## src/rtl/pa_hazard_pkg.sv

```systemverilog
// pa_hazard_pkg: forwarding select codes and hazard FSM state encoding
package pa_hazard_pkg;
    localparam logic [1:0] FWD_RF  = 2'b00;
    localparam logic [1:0] FWD_EX  = 2'b01;
    localparam logic [1:0] FWD_MEM = 2'b10;
    localparam logic [1:0] FWD_WB  = 2'b11;
    typedef enum logic {IDLE = 1'b0, STALL = 1'b1} state_t;
endpackage

```

## src/rtl/hazard_ctrl_unit_if.sv

```systemverilog
// hazard_ctrl_unit_if: pipeline-side signals seen and driven by the hazard controller
interface hazard_ctrl_unit_if #(parameter int NSRC = 2, parameter int AW = 5, parameter int CNT_W = 16);
    logic                ex_rf_le, mem_rf_le, wb_rf_le;
    logic [AW-1:0]       ex_rd, mem_rd, wb_rd;
    logic                ex_load;
    logic [NSRC*AW-1:0]  id_rs;
    logic [NSRC-1:0]     id_sr;
    logic                mem_busy, flush, clr_stats;
    logic                pc_le, id_le, pipe_le, nop;
    logic [2*NSRC-1:0]   fwd_sel;
    logic [CNT_W-1:0]    bubble_cnt;
    modport master (
        output ex_rf_le, mem_rf_le, wb_rf_le, ex_rd, mem_rd, wb_rd, ex_load, id_rs, id_sr,
               mem_busy, flush, clr_stats,
        input  pc_le, id_le, pipe_le, nop, fwd_sel, bubble_cnt
    );
    modport slave (
        input  ex_rf_le, mem_rf_le, wb_rf_le, ex_rd, mem_rd, wb_rd, ex_load, id_rs, id_sr,
               mem_busy, flush, clr_stats,
        output pc_le, id_le, pipe_le, nop, fwd_sel, bubble_cnt
    );
endinterface

```

## src/rtl/fwd_sel_enc.sv

```systemverilog
// fwd_sel_enc: forwarding source select for one ID operand, EX > MEM > WB > RF
module fwd_sel_enc import pa_hazard_pkg::*; #(
    parameter int AW = 5
) (
    input  logic [AW-1:0] rs,
    input  logic          sr,
    input  logic          ex_le,
    input  logic          mem_le,
    input  logic          wb_le,
    input  logic [AW-1:0] ex_rd,
    input  logic [AW-1:0] mem_rd,
    input  logic [AW-1:0] wb_rd,
    output logic [1:0]    sel
);
    logic live;
    assign live = sr & (|rs);
    always_comb
        sel = !live                    ? FWD_RF  :
              (ex_le  && ex_rd  == rs) ? FWD_EX  :
              (mem_le && mem_rd == rs) ? FWD_MEM :
              (wb_le  && wb_rd  == rs) ? FWD_WB  : FWD_RF;
endmodule

```

## src/rtl/hazard_ctrl_unit.sv

```systemverilog
// hazard_ctrl_unit: forwarding selects, load-use bubble FSM, memory freeze and bubble statistics
module hazard_ctrl_unit import pa_hazard_pkg::*; #(
    parameter int NSRC     = 2,
    parameter int AW       = 5,
    parameter int LOAD_LAT = 1,
    parameter int CNT_W    = 16
) (
    input logic               clk,
    input logic               rst_n,
    hazard_ctrl_unit_if.slave bus
);
    localparam int CW = $clog2(LOAD_LAT) + 1;
    logic [NSRC-1:0]   hit;
    logic [2*NSRC-1:0] fwd;
    logic              hazard, stall_req, busy;
    state_t            state_q, state_d;
    logic [CW-1:0]     cnt_q, cnt_d;
    logic [CNT_W-1:0]  bubble_q;
    for (genvar i = 0; i < NSRC; i++) begin : g_src
        logic [AW-1:0] rs;
        assign rs     = bus.id_rs[i*AW +: AW];
        assign hit[i] = bus.id_sr[i] & (|rs) & (rs == bus.ex_rd);
        fwd_sel_enc #(.AW(AW)) u_enc (
            .rs(rs), .sr(bus.id_sr[i]),
            .ex_le(bus.ex_rf_le), .mem_le(bus.mem_rf_le), .wb_le(bus.wb_rf_le),
            .ex_rd(bus.ex_rd), .mem_rd(bus.mem_rd), .wb_rd(bus.wb_rd),
            .sel(fwd[2*i +: 2])
        );
    end
    assign hazard      = bus.ex_load & (|hit);
    assign bus.fwd_sel = fwd;
    always_ff @(posedge clk or negedge rst_n) begin
        if (!rst_n) begin
            state_q <= IDLE;
            cnt_q   <= '0;
        end else begin
            state_q <= state_d;
            cnt_q   <= cnt_d;
        end
    end
    // a hazard only needs the STALL state when more than one bubble is owed
    always_comb begin
        state_d = state_q;
        cnt_d   = cnt_q;
        if (!bus.mem_busy) begin
            if (bus.flush) begin
                state_d = IDLE;
                cnt_d   = '0;
            end else if (state_q == IDLE) begin
                if (hazard && LOAD_LAT > 1) begin
                    state_d = STALL;
                    cnt_d   = CW'(LOAD_LAT - 2);
                end
            end else if (cnt_q == '0) begin
                state_d = IDLE;
            end else begin
                cnt_d = cnt_q - CW'(1);
            end
        end
    end
    always_comb begin
        busy        = bus.mem_busy;
        stall_req   = !bus.flush & (hazard | (state_q == STALL));
        bus.nop     = !busy & (bus.flush | hazard | (state_q == STALL));
        bus.pc_le   = !busy & !stall_req;
        bus.id_le   = !busy & !stall_req;
        bus.pipe_le = !busy;
    end
    always_ff @(posedge clk or negedge rst_n) begin
        if (!rst_n)
            bubble_q <= '0;
        else if (bus.clr_stats)
            bubble_q <= '0;
        else if (bus.nop && bubble_q != '1)
            bubble_q <= bubble_q + CNT_W'(1);
    end
    assign bus.bubble_cnt = bubble_q;
endmodule

```

## src/flat_wrapper.sv

```systemverilog
// flat-port wrapper written by rule: the top's interface ports become plain ports
module hazard_ctrl_unit_flat import pa_hazard_pkg::*;
#(
    parameter int NSRC     = 2,
    parameter int AW       = 5,
    parameter int LOAD_LAT = 1,
    parameter int CNT_W    = 16
)
  (clk, rst_n, bus_ex_rf_le, bus_mem_rf_le, bus_wb_rf_le, bus_ex_rd, bus_mem_rd, bus_wb_rd, bus_ex_load, bus_id_rs, bus_id_sr, bus_mem_busy, bus_flush, bus_clr_stats, bus_pc_le, bus_id_le, bus_pipe_le, bus_nop, bus_fwd_sel, bus_bubble_cnt);
  hazard_ctrl_unit_if #(.NSRC(NSRC), .AW(AW), .CNT_W(CNT_W)) bus_i ();
  input logic clk;
  input logic rst_n;
  input wire logic [$bits(bus_i.ex_rf_le)-1:0] bus_ex_rf_le;
  input wire logic [$bits(bus_i.mem_rf_le)-1:0] bus_mem_rf_le;
  input wire logic [$bits(bus_i.wb_rf_le)-1:0] bus_wb_rf_le;
  input wire logic [$bits(bus_i.ex_rd)-1:0] bus_ex_rd;
  input wire logic [$bits(bus_i.mem_rd)-1:0] bus_mem_rd;
  input wire logic [$bits(bus_i.wb_rd)-1:0] bus_wb_rd;
  input wire logic [$bits(bus_i.ex_load)-1:0] bus_ex_load;
  input wire logic [$bits(bus_i.id_rs)-1:0] bus_id_rs;
  input wire logic [$bits(bus_i.id_sr)-1:0] bus_id_sr;
  input wire logic [$bits(bus_i.mem_busy)-1:0] bus_mem_busy;
  input wire logic [$bits(bus_i.flush)-1:0] bus_flush;
  input wire logic [$bits(bus_i.clr_stats)-1:0] bus_clr_stats;
  output wire logic [$bits(bus_i.pc_le)-1:0] bus_pc_le;
  output wire logic [$bits(bus_i.id_le)-1:0] bus_id_le;
  output wire logic [$bits(bus_i.pipe_le)-1:0] bus_pipe_le;
  output wire logic [$bits(bus_i.nop)-1:0] bus_nop;
  output wire logic [$bits(bus_i.fwd_sel)-1:0] bus_fwd_sel;
  output wire logic [$bits(bus_i.bubble_cnt)-1:0] bus_bubble_cnt;
  assign bus_i.ex_rf_le = bus_ex_rf_le;
  assign bus_i.mem_rf_le = bus_mem_rf_le;
  assign bus_i.wb_rf_le = bus_wb_rf_le;
  assign bus_i.ex_rd = bus_ex_rd;
  assign bus_i.mem_rd = bus_mem_rd;
  assign bus_i.wb_rd = bus_wb_rd;
  assign bus_i.ex_load = bus_ex_load;
  assign bus_i.id_rs = bus_id_rs;
  assign bus_i.id_sr = bus_id_sr;
  assign bus_i.mem_busy = bus_mem_busy;
  assign bus_i.flush = bus_flush;
  assign bus_i.clr_stats = bus_clr_stats;
  assign bus_pc_le = bus_i.pc_le;
  assign bus_id_le = bus_i.id_le;
  assign bus_pipe_le = bus_i.pipe_le;
  assign bus_nop = bus_i.nop;
  assign bus_fwd_sel = bus_i.fwd_sel;
  assign bus_bubble_cnt = bus_i.bubble_cnt;
  hazard_ctrl_unit #(.NSRC(NSRC), .AW(AW), .LOAD_LAT(LOAD_LAT), .CNT_W(CNT_W)) u_core (.clk(clk), .rst_n(rst_n), .bus(bus_i));
endmodule
```

## config.mk

```make
export PLATFORM = sky130hd
export DESIGN_NAME = hazard_ctrl_unit_flat
export DESIGN_NICKNAME = d
export VERILOG_FILES = /design/src/rtl/pa_hazard_pkg.sv /design/src/rtl/hazard_ctrl_unit_if.sv /design/src/rtl/fwd_sel_enc.sv /design/src/rtl/hazard_ctrl_unit.sv /design/src/flat_wrapper.sv
export SDC_FILE = /design/constraint.sdc
export NUM_CORES = 1
export LEC_CHECK = 0
export BUFFER_PORTS_ARGS = -buffer_cell sky130_fd_sc_hd__buf_2
export CELL_PAD_IN_SITES_DETAIL_PLACEMENT = 1
export CELL_PAD_IN_SITES_GLOBAL_PLACEMENT = 2
export CORE_MARGIN = 2
export CORE_UTILIZATION = 24
export CTS_BUF_LIST = sky130_fd_sc_hd__clkbuf_4
export DETAILED_ROUTE_END_ITERATION = 7
export PLACE_DENSITY = 0.87
export SETUP_SLACK_MARGIN = 0.3
export SLEW_MARGIN = 0
export SYNTH_ARGS = -nofsm -noshare
export SYNTH_HDL_FRONTEND = slang
export SYNTH_SLANG_ARGS = --single-unit
```

## constraint.sdc

```tcl
create_clock -name clk -period 2 [get_ports clk]
set_clock_uncertainty 0.15 [all_clocks]
set_input_delay 0.2 -clock clk [delete_from_list [all_inputs] [get_ports clk]]
set_output_delay 0.2 -clock clk [all_outputs]
set_load 0.005 [all_outputs]
```

Word level (Yosys, flattened, before mapping)
Cells that the tools add are included.

Register bits: 18. Input bits: 36.

$add $sub $neg: 2. Equality and inequality tests: 9. Muxes and demuxes: 16. Bitwise logic cells: 12. Reduce and logical (&&, ||, !) cells: 16.

Operators by type and width (count): $eq A5 B5 Y1 (8); $mux W16 (2); $add A16 B1 Y16 const B (1); $mux W2 (8); $ne A16 B16 Y1 const B (1); $reduce_or A5 Y1 (2); $and A1 B1 Y1 (8); $logic_and A1 B1 Y1 (7); $mux W1 (6); $reduce_bool A2 Y1 (2); $logic_not A1 Y1 (3); $or A1 B1 Y1 (3); $reduce_and A2 Y1 (1); $reduce_or A2 Y1 (1); $not A1 Y1 (1); $sub A1 B1 Y1 const B (1).

Logic depth before layout (Yosys ltp)
Gate-level depths: netlist (run 1).

Depth after elaboration: 11. Depth in mapped cells: 9. Gate-level depth less buffers: 7.

Cells and area by module
Synthesis (run 1) repeated with hierarchy kept, for this count alone.

Cells, all modules: 179. Area, all modules: 1515.2 sq um.

By module, submodules not included: hazard_ctrl_unit (instances 1, cells each 125, area an instance 1092.3 sq um); fwd_sel_enc (instances 2, cells each 27, area an instance 211.5 sq um).

Worst setup path before layout (run 1)
Ideal clock, no wire load.

Kind: flip-flop to flip-flop. Start: reg u_core.bubble_q[0], in the netlist u_core.bus.bubble_cnt[0]. End: reg u_core.bubble_q[10], in the netlist u_core.bus.bubble_cnt[10]. Library setup time: 0.078 ns. Arrival time: 1.974 ns. Setup slack: -0.202 ns. Stages on the path, launching flop included: 9. Period minus slack after synthesis: 2.202 ns. Cell sequence: dfrtp_1 -> ha_1 -> nand3_1 -> nor4_1 -> a211oi_1 -> o31ai_4 -> buf_6 -> or3_1 -> a21oi_1.

Word-level cells in the longest chain between the ends: 3. Elaborated cells between the ends (all ways): 6.

Ends and longest elaborated chain: start: declaration (RTL line hazard_ctrl_unit.sv:18) `logic [CNT_W-1:0] bubble_q;`; start signal: assignment (RTL line hazard_ctrl_unit.sv:75) `bubble_q <= bubble_q + CNT_W'(1);`; $add A16 B1 Y16 or $ne A16 B16 Y1 (tied branches) (RTL line hazard_ctrl_unit.sv:75, hazard_ctrl_unit.sv:74); $mux W16 or $logic_and A1 B1 Y1 (tied branches) (RTL line hazard_ctrl_unit.sv:74) `else if (bus.nop && bubble_q != '1)`; $mux W16 or $reduce_bool A2 Y1 (tied branches).

Several ways; a longest one is shown, not always the timed one. The select of a mux whose other input is x is not followed. A chain may end at the register's enable or synchronous reset.

Final worst setup path (run 1)
Start: reg u_core.bubble_q[1], in the netlist u_core.bus.bubble_cnt[1]. End: reg u_core.bubble_q[11], in the netlist u_core.bus.bubble_cnt[11].

The elaborated chain is that of the path after synthesis.

==> results_dict.tcl, run 1 <==
set metrics [dict create \
    wl_met3_um 264 \
    gp_congestion 0.807 \
    setup_viol 15 \
    wl_per_cell_um 17.2 \
    synth-edff-count 0 \
    hold_ws_ps 145 \
    ioPinCount 60 \
    die_w_um 78.9 \
    clock_latency_ps 290 \
    peakVddDrop_uv 189 \
    antenna_found_initial 0 \
    core-area_sq_um 5470 \
    clk_pin_slew_worst_paths_ps 100 \
    slew_headroom_pct 65.1 \
    highest_layer "met4" \
    grt_first_pass_wirelength_um 9070 \
    cts_tree "yes" \
    fin_setup_tns_ps -2110 \
    cts-root-buf "clkbuf_4" \
    p_total_mw 0.856 \
    num_antenna_cells 0 \
    yosysSeqAreaShare_pct 29.7 \
    vias 1727 \
    r2r_end "u_core.bus.bubble_cnt[11]" \
    violations "setup timing" \
    cts_buffer_depth 2 \
    start_util_pct 24.6 \
    synthAdderAreaFrac_pct 0.929 \
    tightest_slew_ps 521 \
    reg2reg_depth 8 \
    drc 0 \
    row_count 27 \
    grt_max_degree 17 \
    met2_length_um 3230 \
    synthFlopType "dfrtp_1" \
    fin_cells 347 \
    fmax_ghz 0.453 \
    syn2layout_area_growth_pct 97.4 \
    r2r-start "u_core.bus.bubble_cnt[1]" \
    grt_pass1_vias 1841 \
    dr.pass1.iters 6 \
    finalHoldViolCount 0 \
    setup.worst_path.end_class "flop" \
    via_per_inst 4.98 \
    io_buffers 59 \
    crit_start "u_core.bus.bubble_cnt[1]" \
    status "complete, but fails checks" \
    largest_register_ffs 16 \
    synth.area.mux_share_pct 0.743 \
    clock-sinks 16 \
    place_hpwl_um 3880 \
    nets 314 \
    p_leak_nw 1.16 \
    critPathMaxStageDelay_ps 430 \
    synth_compound_area_share_pct 17.7 \
    crit_fanout 8 \
    async_flop_share_pct 100 \
    dp_cells 323 \
    synthCells 160 \
    crit_family "compound AO/OA/AOI/OAI gates" \
    r2r_slack_ps -210 \
    powerDensity_nw_per_um2 322 \
    required_ps 2060 \
    yosys_warnings 0 \
    ant_nets 0 \
    drv_slew 0 \
    rsz0062_at_grt "true" \
    post-route-util_pct 48.6 \
    avgSynthCellArea_sq_um 8.42 \
    htree_levels 1 \
    synth_area_sq_um 1350 \
    post-route-period-util_pct 110 \
    grtUsageTotal_pct 18.7 \
    drive_gt1_share_pct 60.0 \
    synth_top_family_by_area "simple AND/OR/NAND/NOR gates" \
    cts_buffers 3 \
    die_h_um 78.9 \
    drt_iter0_drc 35 \
    synth_simple_gate_area_share_pct 26.0 \
    synthXorXnorAreaFrac_pct 20.1 \
    min_period_ps 2210 \
    min_path_type "in2reg" \
    dieArea_sq_um 6230 \
    ys_seq_elements 16 \
    max_cap_violations 0 \
    synthDistinctLibCells 33 \
    cp_cell_sequence "ha_4 -> nand3_4 -> nor4_4 -> a211oi_2 -> o31ai_4 -> buf_12 -> or4_4 -> a21oi_2" \
    grt_overflow 0 \
    totalWireLength_um 5970 \
    met1_length_um 2300 \
    endpoint "u_core.bus.bubble_cnt[11]" \
    cp.depth 8 \
    start_kind "flop" \
    synth_nets 197 \
    worst_path_max_delay_cell "dfrtp_1" \
    timing.final.ws_setup_ps -206 \
    crit_buf_inv 1 \
    crit_type "reg2reg" \
    worstPathArrival_ps 2270 \
]
[cell usage after synthesis, types with 3 or more instances]
| cell type | n | area, sq um |
|---|---|---|
| o31ai_1 | 4 | 30.0 |
| xnor2_1 | 12 | 105 |
| nor4_1 | 8 | 50.1 |
| nand2_1 | 11 | 41.3 |
| or3_1 | 9 | 56.3 |
| dfrtp_1 | 16 | 400 |
| inv_1 | 8 | 30.0 |
| o21ai_1 | 9 | 45.0 |
| nor2_1 | 8 | 30.0 |
| a21oi_1 | 16 | 80.1 |
| or4_1 | 6 | 45.0 |
| nand4_1 | 3 | 18.8 |
| xor2_1 | 19 | 166 |
| nand3_1 | 6 | 30.0 |
[kinds of logic after synthesis]
kind of cell,count (synthesis)
AND/OR/NAND/NOR,61
flip-flops,16
buffers and inverters,12
AO/OA/AOI/OAI,38
multiplexers,1
adder cells (fa/ha/maj),1
XOR/XNOR,31
[what timing repair did]
action                     in CTS  in global routing
cloned                          2                  0
pin swaps                      29                 18
setup buffers                  12                  6
hold buffers                    1                  0
setup endpoints to repair      23                 23
gates resized for setup        51                 27
hold endpoints to repair       16                  0
[layer usage]
layer  global-route usage (%)  vias up
li1                         -      813
met1                     21.8      838
met2                     34.8       63
met3                     2.16       13
met4                     7.07        0
met5                        0        -
[cell type report]
class	count	area (sq um)
fillers	648	2810
multi-input cells	132	1230
repair buffers	116	891
flip-flops and latches	16	400
well taps	72	90.1
inverters	8	30.0
clock buffers	3	22.5
[power breakdown]
| part | total (mW) | switching, mW | internal, mW | leakage, nW |
|---|---|---|---|---|
| sequential | 0.328 | 0.00252 | 0.326 | 0.223 |
| clock | 0.177 | 0.107 | 0.0701 | 0.0138 |
| combinational | 0.350 | 0.176 | 0.174 | 0.923 |
[worst reg2reg max path: stages, from the launching register on]
cell	delay, ps
dfrtp_1	430
ha_4	200
nand3_4	100
nor4_4	50
a211oi_2	290
o31ai_4	130
buf_12	160
or4_4	420
a21oi_2	200
[how the worst min path moves through the flow]
stage / from / end / cells past startpoint
floorplan: rst_n / u_core.bus.bubble_cnt[0] / 0
global placement: rst_n / u_core.bus.bubble_cnt[10] / 1
detailed placement: rst_n / u_core.bus.bubble_cnt[10] / 1
CTS: bus_clr_stats / u_core.bus.bubble_cnt[1] / 2
global route: bus_clr_stats / u_core.bus.bubble_cnt[14] / 2
finish: bus_clr_stats / u_core.bus.bubble_cnt[14] / 2
[metrics by stage]
step	cell area, sq um	worst slack [ps]
4_1_cts	2460	-130
6_report	2660	-206
2_1_floorplan	1400	-92.9
5_1_grt	2660	-289
3_3_place_gp	2060	-82.8
3_5_place_dp	2060	-209
[placed cells by master, fill, tap and decap left out, types with 3 or more instances in the layout]
cell,netlist,final
buf_2,0,54
buf_4,1,40
xor2_1,19,16
dfrtp_1,16,16
buf_6,2,12
xnor2_1,12,10
a21oi_1,16,10
inv_1,8,8
nand2_1,11,7
o21ai_1,9,7
or3_1,9,7
nor4_4,0,6
a21oi_2,0,6
nor2_1,8,6
nand3_1,6,5
nor4_2,2,4
nand2_2,0,4
o31ai_4,1,4
buf_8,0,4
or4_4,0,3
xor2_2,0,3
nand4_1,3,3
or4_1,6,3
clkbuf_4,0,3
buf_12,0,3
Note: power is estimated with default switching activity, not from simulation.
==> run 2, diff against run 1 <==
CORE_UTILIZATION = 27   (was 24)
PLACE_DENSITY = 0.92   (was 0.87)
clock period = 2.2 ns   (was 2 ns; I/O delays follow)
==> run 2 against run 1 <==
Against the previous run: the flow now finishes without violations; critical endpoint is now u_core.bus.bubble_cnt[13]; combinational power shrank 35%; utilization shrank 3.2 points; final cell count shrank 9.2%; cell area shrank 19%; via count shrank 8.4%; clock power shrank 9%; sequential share of layout area grew 3.5 points; sequential cell count is the same; clock-buffer cell count is the same; critical path depth is the same; routed wire length shrank 20%; power shrank 20%.
==> results_dict.tcl, run 2 (synthesis gave the netlist of run 1 again) <==
set metrics [dict create \
    status "finished, final reports clean" \
    min_path_cells 2 \
    cts_buffer_depth 2 \
    antenna_found_initial 0 \
    crit_type "reg2reg" \
    crit_fanout 14 \
    drt_iter0_drc 38 \
    max_cap_violations 0 \
    detailed_place.area_sq_um 1840 \
    place_hpwl_um 3500 \
    grt_max_degree 29 \
    clock_latency_ps 290 \
    dr.pass1.iters 4 \
    r2r-start "u_core.bus.bubble_cnt[0]" \
    peakVddDrop_uv 169 \
    setup.worst_path.end_class "flop" \
    totalWireLength_um 4750 \
    tightest_slew_ps 398 \
    ioPinCount 60 \
    drc 0 \
    cts_buffers 3 \
    reg2reg_depth 8 \
    p_leak_nw 0.959 \
    r2r_slack_ps 30 \
    nets 286 \
    start_kind "flop" \
    min_period_ps 2170 \
    cts-root-buf "clkbuf_4" \
    num_antenna_cells 0 \
    cts_tree "yes" \
    slew_headroom_pct 73.2 \
    vias 1582 \
    min_path_type "in2reg" \
    min-delay-start "bus_clr_stats" \
    ant_nets 0 \
    finalHoldViolCount 0 \
    grt_overflow 0 \
    io_buffers 59 \
    required_ps 2260 \
    worstPathArrival_ps 2230 \
    design_area_sq_um 2160 \
    core-area_sq_um 4750 \
    r2r_end "u_core.bus.bubble_cnt[13]" \
    die_h_um 74.6 \
    die_w_um 74.6 \
    fmax_ghz 0.461 \
    rsz0062_at_grt "true" \
    row_count 25 \
    final_cell_mix "53 x buf_2, 26 x buf_4, 19 x xor2_1" \
    grt_pass1_vias 1522 \
    start_util_pct 28.3 \
    gp_congestion 0.765 \
    dieArea_sq_um 5570 \
    drv_slew 0 \
    powerDensity_nw_per_um2 317 \
    via_per_inst 5.02 \
    largest_register_ffs 16 \
    drive_gt1_share_pct 46.0 \
    syn2layout_area_growth_pct 60.3 \
    post-route-period-util_pct 98.5 \
    clk_pin_slew_worst_paths_ps 100 \
    fin_setup_tns_ps 0 \
    grtUsageTotal_pct 16.1 \
    setup_viol 0 \
    clock-sinks 16 \
    wl_per_cell_um 15.1 \
    hold_end "u_core.bus.bubble_cnt[1]" \
    htree_levels 1 \
    grt_first_pass_wirelength_um 6980 \
    mostFrequentLayoutCell "buf_2" \
]
run 2: how the worst max path moves through the flow:
stage	startpoint	end
2_1_floorplan	bus_id_rs[6]	u_core.bus.bubble_cnt[1]
3_3_place_gp	bus_id_rs[6]	u_core.bus.bubble_cnt[1]
3_5_place_dp	bus_id_rs[6]	u_core.bus.bubble_cnt[1]
4_1_cts	u_core.bus.bubble_cnt[1]	u_core.bus.bubble_cnt[13]
5_1_grt	u_core.bus.bubble_cnt[10]	u_core.bus.bubble_cnt[11]
6_report	u_core.bus.bubble_cnt[0]	u_core.bus.bubble_cnt[13]
run 2: worst max-delay path: stages, from the launching register on:
cell      delay (ps)
dfrtp_1          430
ha_4             190
nand3_2          110
nor4_4            70
a211oi_2         290
o31ai_4          130
buf_12           160
or4_4            410
a21oi_2          160
run 2: power by group:
group          switching [mW]  internal (mW)  leakage, nW
combinational           0.118          0.107        0.721
clock                  0.0952         0.0659       0.0154
sequential            0.00239          0.296        0.223
run 2: area by class of cell:
| type | count | area, sq um |
|---|---|---|
| clock inverters | 1 | 3.75 |
| well taps | 67 | 83.8 |
| inverters | 8 | 30.0 |
| multi-input cells | 132 | 1030 |
| flip-flops and latches | 16 | 400 |
| fillers | 580 | 2590 |
| clock buffers | 3 | 22.5 |
| repair buffers | 88 | 591 |
run 2: metal layers:
metal  vias to the layer above  routed length, um  share of wire [%]  track usage [%]
met5                         -                  0                  0                0
met4                         0                 53                1.1             4.17
met3                         6                252                5.3             1.87
met2                        54               2520                 53             30.7
met1                       761               1920                 40             18.9
li1                        761                  -                  -                -
run 2: what timing repair did:
action,in CTS,in global routing
pin swaps,13,14
hold buffers,1,0
hold endpoints to repair,16,0
buffers inserted,6,9
gates cloned,0,2
endpoints found under the setup margin,19,20
gates resized for setup,16,17
run 2: per-stage QoR:
| stage | hold WS (ps) | instances | setup WS (ps) | utilization [%] | power, mW |
|---|---|---|---|---|---|
| 3_3_place_gp | 7.61 | 293 | 66.8 | 38.6 | 0.481 |
| 5_1_grt | 154 | 315 | -64.8 | 45.4 | 0.721 |
| 2_1_floorplan | -226 | 160 | 88.2 | - | 0.393 |
| 3_5_place_dp | 14.0 | 293 | 35.6 | 38.6 | 0.485 |
| 4_1_cts | 142 | 304 | 64.9 | 41.7 | 0.667 |
| 6_report | 154 | 315 | 32.4 | 45.4 | 0.685 |
==> run 3, diff against run 2 <==
PLACE_DENSITY = unset   (was 0.92)
PLACE_DENSITY_LB_ADDON = 0.12   (was unset)
SETUP_SLACK_MARGIN = 0.4   (was 0.3)
==> run 3 against run 2 <==
Against the previous run: non-clock buffer count rose by 2; clock power barely moved; cell area rose by 2.4%; sequential cell count did not move; utilization rose by 1.1 points; critical path type unchanged; sequential power barely moved; via count fell by 2.2%; maximum frequency rose by 0.70%; clock-buffer cell count did not move.
==> results_dict.tcl, run 3 (synthesis gave the netlist of run 1 again) <==
set metrics [dict create \
    clk_pin_slew_worst_paths_ps 100 \
    dp_cells 297 \
    gp_congestion 0.792 \
    min_path_type "in2reg" \
    fin_cells 317 \
    largest_register_ffs 16 \
    die_w_um 74.6 \
    clock-sinks 16 \
    max_cap_violations 0 \
    tightest_slew_ps 436 \
    gr-max-usage-layer "met2" \
    powerDensity_nw_per_um2 313 \
    mostFrequentLayoutCell "buf_2" \
    start_kind "flop" \
    drive_gt1_share_pct 47.6 \
    wl_per_cell_um 15.7 \
    dr.pass1.iters 4 \
    grt_util_met3_pct 1.87 \
    status "finished, final reports clean" \
    grt_overflow 0 \
    rsz0062_at_grt "true" \
    drv_slew 0 \
    grt_pass1_vias 1635 \
    clock_latency_ps 280 \
    ioPinCount 60 \
    htree_levels 1 \
    ant_nets 0 \
    final_cell_mix "54 x buf_2, 20 x buf_4, 18 x xor2_1" \
    row_count 25 \
    required_ps 2260 \
    grt_first_pass_wirelength_um 7560 \
    cts-root-buf "clkbuf_4" \
    crit_type "reg2reg" \
    post-route-period-util_pct 97.8 \
    core-area_sq_um 4750 \
    num_antenna_cells 0 \
    place_hpwl_um 3670 \
    p_leak_nw 0.981 \
    fmax_ghz 0.465 \
    slew_headroom_pct 70.7 \
    nets 288 \
    drt_iter0_drc 40 \
    vias 1547 \
    drc 0 \
    min_period_ps 2150 \
    cts_buffers 3 \
    setup_viol 0 \
    setup.worst_path.end_class "flop" \
    grtUsageTotal_pct 17.6 \
    via_per_inst 4.88 \
    nFillCells 587 \
    met1_usage_pct 19.5 \
    io_buffers 59 \
    syn2layout_area_growth_pct 64.2 \
    grt_util_met2_pct 35.0 \
    p_total_mw 0.693 \
    finalHoldViolCount 0 \
    worstPathArrival_ps 2220 \
    totalWireLength_um 4960 \
    peakVddDrop_uv 130 \
    cts_tree "yes" \
    antenna_found_initial 0 \
    grt_max_degree 29 \
    die_h_um 74.6 \
    crit_fanout 28 \
    cts_buffer_depth 2 \
    dieArea_sq_um 5570 \
    start_util_pct 28.3 \
]
-- run 3: cell types whose count changed in the layout (fill, tap and decap cells not counted), moves of 2 or more --
cell | before | now
o31ai_1 | 2 | 4
buf_4 | 26 | 20
buf_6 | 4 | 11
nor2_1 | 8 | 6
-- run 3: final timing paths --
check	startpoint	depth (start not counted)	slack [ps]	end
max	u_core.bus.bubble_cnt[1]	8	50	u_core.bus.bubble_cnt[11]
max reg2reg	u_core.bus.bubble_cnt[1]	8	50	u_core.bus.bubble_cnt[11]
min in group asynchronous	rst_n	2	230	u_core.bus.bubble_cnt[3]
max in group asynchronous	rst_n	2	1400	u_core.bus.bubble_cnt[14]
min reg2reg	u_core.bus.bubble_cnt[15]	2	440	u_core.bus.bubble_cnt[15]
min	bus_clr_stats	2	160	u_core.bus.bubble_cnt[11]
-- run 3: report_power, final --
| part | switching (mW) | total (mW) | internal (mW) |
|---|---|---|---|
| clock | 0.0940 | 0.160 | 0.0658 |
| sequential | 0.00220 | 0.298 | 0.296 |
| combinational | 0.123 | 0.235 | 0.112 |
| total | 0.219 | 0.693 | 0.474 |
-- run 3: what timing repair did --
action / CTS / global route
hold buffers: 1 / 0
resized for setup: 22 / 23
pin swaps: 18 / 14
hold endpoints to repair: 16 / 0
buffers inserted: 8 / 7
endpoints found under the setup margin: 22 / 23
-- run 3: layout make-up --
class | count | area [sq um] | area share (%)
inverter | 8 | 30.0 | 1.36
clock inverter | 1 | 3.75 | 0.170
clock buffer | 3 | 22.5 | 1.02
sequential | 16 | 400 | 18.1
multi-input combinational | 132 | 1050 | 47.6
tap | 67 | 83.8 | 3.79
timing repair buffer | 90 | 619 | 28.0
-- run 3: critical path, stage by stage, from the launching register on --
cell	delay, ps
dfrtp_1	420
ha_4	200
nand3_4	90
nor4_4	50
a211oi_2	300
o31ai_4	120
buf_12	170
or4_4	420
a21oi_2	160
-- run 3: stage by stage --
stage                     cell area [sq um]  TNS, ps  setup slack (ps)  hold WS, ps  utilization (%)
final                                  2210        0              47.5          159             46.5
after global routing                   2210     -165             -58.3          183             46.5
after global placement                 1870        0              52.3         5.79             39.2
after floorplan                        1400        0              88.2         -226                -
after detailed placement               1870        0              17.1         15.7             39.2
after CTS                              2060        0              68.4          162             43.3
-- run 3: per-layer routing --
| metal | wire length (um) | vias up |
|---|---|---|
| li1 | - | 759 |
| met1 | 1970 | 754 |
| met2 | 2810 | 32 |
| met3 | 149 | 2 |
| met4 | 40 | 0 |
| met5 | 0 | - |
